`config.mk`:
```
export PLATFORM = sky130hd
export DESIGN_NAME = mig7_stream_writer
export DESIGN_NICKNAME = d
export VERILOG_FILES = /design/src/rtl/mig7_stream_writer.sv
export SDC_FILE = /design/constraint.sdc
export NUM_CORES = 1
export LEC_CHECK = 0
export CAP_MARGIN = 30
export CORE_ASPECT_RATIO = 1.5
export CORE_UTILIZATION = 30
export CTS_CLUSTER_DIAMETER = 200
export DETAILED_ROUTE_END_ITERATION = 16
export GPL_TIMING_DRIVEN = 1
export PLACE_DENSITY = 0.66
export SLEW_MARGIN = 20
export SYNTH_ARGS = -nofsm -noshare
export SYNTH_HDL_FRONTEND = slang
export SYNTH_SLANG_ARGS = --single-unit
```
`constraint.sdc`:
```
create_clock -name clk -period 3.1 [get_ports clk]
set_input_delay 0.465 -clock clk [delete_from_list [all_inputs] [get_ports clk]]
set_output_delay 0.465 -clock clk [all_outputs]
set_load 0.05 [all_outputs]
```
`src/rtl/mig7_stream_writer.sv`:
```
// mig7_stream_writer: streams DATA_WIDTH words into a circular DDR3 region through
// the MIG app interface, issuing one write command and one write-data beat per word.
module mig7_stream_writer #(
    parameter int unsigned ADDR_WIDTH = 28,
    parameter int unsigned DATA_WIDTH = 128,
    parameter int unsigned BASE_ADDR  = 0,
    parameter int unsigned WORDS      = 1048576,
    parameter int unsigned ADDR_STEP  = 8
) (
    input  logic                    clk,
    input  logic                    rst,
    input  logic                    init_calib_complete,
    input  logic                    restart,
    input  logic [DATA_WIDTH-1:0]   wr_data,
    input  logic                    wr_valid,
    output logic                    wr_ready,
    output logic [ADDR_WIDTH-1:0]   app_addr,
    output logic [2:0]              app_cmd,
    output logic                    app_en,
    input  logic                    app_rdy,
    output logic [DATA_WIDTH-1:0]   app_wdf_data,
    output logic                    app_wdf_wren,
    output logic                    app_wdf_end,
    output logic [DATA_WIDTH/8-1:0] app_wdf_mask,
    input  logic                    app_wdf_rdy,
    output logic                    app_sr_req,
    output logic                    app_ref_req,
    output logic                    app_zq_req,
    output logic                    wrap,
    output logic [31:0]             word_cnt
);
    localparam int unsigned IW = (WORDS > 1) ? $clog2(WORDS) : 1;
    localparam logic [ADDR_WIDTH-1:0] BASE     = ADDR_WIDTH'(BASE_ADDR);
    localparam logic [ADDR_WIDTH-1:0] STEP     = ADDR_WIDTH'(ADDR_STEP);
    localparam logic [IW-1:0]         LAST_IDX = IW'(WORDS - 1);

    logic                  cal_q, cal_d;
    logic                  cmd_pend_q, cmd_pend_d;
    logic                  dat_pend_q, dat_pend_d;
    logic                  last_q, last_d;
    logic                  wrap_q, wrap_d;
    logic [ADDR_WIDTH-1:0] addr_q, addr_d;
    logic [ADDR_WIDTH-1:0] ptr_q, ptr_d;
    logic [DATA_WIDTH-1:0] data_q, data_d;
    logic [IW-1:0]         idx_q, idx_d;
    logic [31:0]           cnt_q, cnt_d;
    logic                  drain_ok, accept, complete, at_last;

    // The stage can take a new word in the same cycle its outstanding handshakes finish.
    assign drain_ok = (!cmd_pend_q || app_rdy) && (!dat_pend_q || app_wdf_rdy);
    assign wr_ready = cal_q && drain_ok;

    assign app_addr     = addr_q;
    assign app_cmd      = 3'b000;
    assign app_en       = cmd_pend_q;
    assign app_wdf_data = data_q;
    assign app_wdf_wren = dat_pend_q;
    assign app_wdf_end  = dat_pend_q;
    assign app_wdf_mask = '0;
    assign app_sr_req   = 1'b0;
    assign app_ref_req  = 1'b0;
    assign app_zq_req   = 1'b0;
    assign wrap         = wrap_q;
    assign word_cnt     = cnt_q;

    always_comb begin
        accept     = wr_valid && wr_ready;
        complete   = (cmd_pend_q || dat_pend_q) && drain_ok;
        at_last    = idx_q == LAST_IDX;
        cal_d      = init_calib_complete;
        cmd_pend_d = accept || (cmd_pend_q && !app_rdy);
        dat_pend_d = accept || (dat_pend_q && !app_wdf_rdy);
        addr_d     = accept ? ptr_q : addr_q;
        data_d     = accept ? wr_data : data_q;
        last_d     = accept ? at_last : last_q;
        ptr_d      = restart ? BASE : !accept ? ptr_q : at_last ? BASE : ptr_q + STEP;
        idx_d      = restart ? '0 : !accept ? idx_q : at_last ? '0 : idx_q + IW'(1);
        cnt_d      = cnt_q + {31'd0, complete};
        wrap_d     = complete && last_q;
    end

    always_ff @(posedge clk or negedge rst) begin
        if (!rst) begin
            cal_q      <= 1'b0;
            cmd_pend_q <= 1'b0;
            dat_pend_q <= 1'b0;
            last_q     <= 1'b0;
            wrap_q     <= 1'b0;
            addr_q     <= BASE;
            ptr_q      <= BASE;
            data_q     <= '0;
            idx_q      <= '0;
            cnt_q      <= '0;
        end else begin
            cal_q      <= cal_d;
            cmd_pend_q <= cmd_pend_d;
            dat_pend_q <= dat_pend_d;
            last_q     <= last_d;
            wrap_q     <= wrap_d;
            addr_q     <= addr_d;
            ptr_q      <= ptr_d;
            data_q     <= data_d;
            idx_q      <= idx_d;
            cnt_q      <= cnt_d;
        end
    end
endmodule

```
==> impl_metrics.csv <==
group,metric,value,unit
clock_tree,clkSinkCount,235,
worst_setup_path,crit_arrival,2.10,ns
global_routing,antenna_found_initial,0,
finish,num-fill-cells,3146,
synth,avgSynthCellArea,9.08,um^2
synth,synth_seq_cells,235,
worst_setup_path,critical_path.startpoint_type,"input port",
finish,antennaDiodeCount,0,
sta,rsz0062_at_grt,"no",
die,dieHeight,227,um
route,drt-wirelength-per-cell,15.2,um
synth,synth_cells,1113,
route,vias,8779,
sta,setup_viol,0,
clock_tree,insertion_delay,0.54,ns
synth,synth.distinct_cells,50,
outcome,status,"finished, final reports clean",
sta,fin_skew,0.0198,ns
synth,synth_ff_type,"dfrtp_1",
sta,fmax,0.390,GHz
worst_setup_path,r2r_cells,11,
worst_hold_path,whs_endpoint,"cal_q",
worst_setup_path,rrSetupSlack,0.72,ns
clock_tree,clkSlewWorstSetupHoldPaths,0.06,ns
die,rows,82,
power_and_ir_drop,power.leakage,0.00676,uW
finish,utilization,0.442,
clock_tree,clockRootBuffer,"clkbuf_16",
global_routing,grt-ovfl-total,0,
worst_hold_path,holdPathStages,1,
route,route.detailed.drc,0,
global_routing,first_global_vias,8845,
place,portBuffers,324,
finish,drive_gt1_frac,0.0509,
sta,setup_tns,0,ns
worst_hold_path,worstHoldStart,"init_calib_complete",
sta,post-route-period-util,0.826,
route,avgViaCountPerCell,4.69,
clock_tree,cts_max_level,1,
clock_tree,cts_tree,"built",
run,cap_viol_max_count,0,
route,routed_wl,28600,um
worst_setup_path,r2r-end,"word_cnt[26]",
sta,period_minus_slack,2.56,ns
global_routing,grt_max_degree,94,
worst_setup_path,rr_startpoint,"app_wdf_end",
worst_setup_path,critical_path_class,"in2out",
sta,slew_viol_final,0,
worst_setup_path,endpoint_kind,"output pin",
clock_tree,cts_setup_buffers,0,
sta,finalHoldViolations,0,
sta,worst_slew_margin_rel,0.570,
synth,ys_seq_area_frac,0.582,
worst_setup_path,critPathMaxFanout,2,
synth,synth_edf_count,0,
place,gp_congestion,0.815,
finish,register_area,0.00588,mm^2
worst_hold_path,holdCritPathClass,"in2reg",
die,initial_core_util,0.304,
finish,multiInputGateArea,0.00388,mm^2
power_and_ir_drop,vdd_drop_max,453,uV
route,drtIter0Drc,357,
global_routing,grtUsageTotal,0.162,
global_routing,grt_pass1_wl,45800,um
die,die_area,0.0344,mm^2
place,dp_hpwl,19900,um
finish,syn2layout_area_growth,45.4,%
synth,ys_warn_count,0,
die,fp.dieW,152,um
route,first_pass_iters,4,
sta,tightest_slew,0.639,ns
synth,synth-async-reset-ratio,1.00,
finish,nets,1574,
synth,synth_area,0.0101,mm^2
route,ant_nets,0,
die,coreArea,0.0332,mm^2
power_and_ir_drop,power_density,671,mW/mm^2
worst_setup_path,required,2.63,ns
clock_tree,clockBufferDepth,3,
die,num_io_pins,350,
clock_tree,cts_made_buffers,26,
==> registers in the layout, indices dropped and copies added (netlist names), 20 cells and up <==
signal	count
app_wdf_data	128
ptr_q	25
app_addr	25
word_cnt	32
idx_q	20
==> metal layers <==
| layer | routed length, um | vias up | GRT usage |
|---|---|---|---|
| met3 | 2030 | 48 | 0.0428 |
| met1 | 10900 | 4218 | 0.183 |
| li1 | - | 4209 | - |
| met5 | 0 | - | 0 |
| met2 | 14900 | 304 | 0.290 |
| met4 | 767 | 0 | 0.0623 |
==> per-stage QoR <==
stage	hold WS, ns	power [uW]	cell area (um^2)	setup slack, ns	std cells
after floorplan	0.169	5580	10200	0.582	1137
after global placement	0.454	6760	13800	0.271	1826
after detailed placement	0.461	6800	13800	0.232	1826
after CTS	0.334	9990	14700	0.550	1873
after global routing	0.347	10300	14700	0.500	1873
final	0.364	9860	14700	0.538	1873
==> where the power goes <==
group,switching (uW),internal (uW)
Sequential,243,3450
Clock,1290,1840
Combinational,2060,976
Total,3590,6270
==> worst max path at each step <==
stage	slack (ns)	startpoint	endpoint	cells after the start
floorplan	0.58	app_wdf_end	word_cnt[26]	9
CTS	0.55	app_wdf_rdy	wr_ready	4
detailed placement	0.23	app_wdf_rdy	word_cnt[28]	12
finish	0.54	app_wdf_rdy	wr_ready	4
global placement	0.27	app_wdf_rdy	word_cnt[26]	12
global route	0.50	app_en	word_cnt[26]	11
==> logic make-up (layout without fill, tap and decap cells) <==
family	after synthesis	after routing	synth area share
multiplexers	2	2	0.00198
AO/OA/AOI/OAI	83	83	0.0467
other	1	25	0.000371
XOR/XNOR	38	38	0.0329
adder cells (fa/ha/maj)	4	4	0.00495
flip-flops	235	235	0.582
buffers and inverters	86	402	0.0436
AND/OR/NAND/NOR	664	664	0.288
==> cell type report <==
cell class                      count  area share
Sequential cell                   235       0.400
Clock buffer                       39      0.0538
Tap cell                          420      0.0358
Multi-Input combinational cell    816       0.264
Timing Repair Buffer              348       0.239
Clock inverter                      7     0.00519
Inverter                            8     0.00204
==> what timing repair did <==
item,in CTS,in global routing
hold endpoints to repair,67,0
hold buffers,1,0
resized for setup,0,0
==> synthesized netlist by cell type (3+ instances only) <==
library cell	number	share of area
o31ai_1	3	0.0022
o21ai_0	26	0.013
nand3b_1	3	0.0022
buf_2	3	0.0015
buf_4	26	0.019
and3_1	11	0.0068
nor4_1	6	0.0037
nand4_1	25	0.015
ha_1	4	0.0050
or3_1	9	0.0056
a31oi_1	3	0.0019
xnor2_1	24	0.021
nor2_1	26	0.0097
or4_1	13	0.0097
dfrtp_1	235	0.58
o32ai_1	3	0.0026
nor3_1	12	0.0059
nand2_1	493	0.18
inv_1	8	0.0030
clkbuf_1	37	0.014
buf_1	9	0.0033
a21oi_1	38	0.019
nand3_1	33	0.016
xor2_1	14	0.012
nand2b_1	10	0.0062
and2_1	4	0.0025
and4_1	5	0.0043
==> critical path, stage by stage <==
cell and delay [ns]:
clkdlybuf4s50_1 0.54, nand2b_1 0.14, and3_1 0.16, clkdlybuf4s50_1 0.80
==> placed cells by master, fill, tap and decap left out, types with 3 or more instances in the layout <==
cell type / netlist / layout
or3_1: 9 / 8
conb_1: 1 / 25
clkbuf_8: 0 / 7
nand3b_1: 3 / 3
xor2_1: 14 / 14
nand2b_1: 10 / 10
clkdlybuf4s50_1: 0 / 323
buf_4: 26 / 17
nand2_1: 493 / 493
clkbuf_1: 37 / 5
nand3_1: 33 / 33
nor2_1: 26 / 26
o32ai_1: 3 / 3
xnor2_1: 24 / 24
and3_1: 11 / 11
clkinv_2: 0 / 3
a21oi_1: 38 / 38
a31oi_1: 3 / 3
o31ai_1: 3 / 3
and2_1: 4 / 4
ha_1: 4 / 4
o21ai_0: 26 / 26
dfrtp_1: 235 / 235
and4_1: 5 / 5
nor4_1: 6 / 6
clkbuf_16: 0 / 27
nor3_1: 12 / 11
buf_12: 0 / 6
or4_1: 13 / 13
inv_1: 8 / 8
nand4_1: 25 / 25
Note: power is estimated with default switching activity, not from simulation.
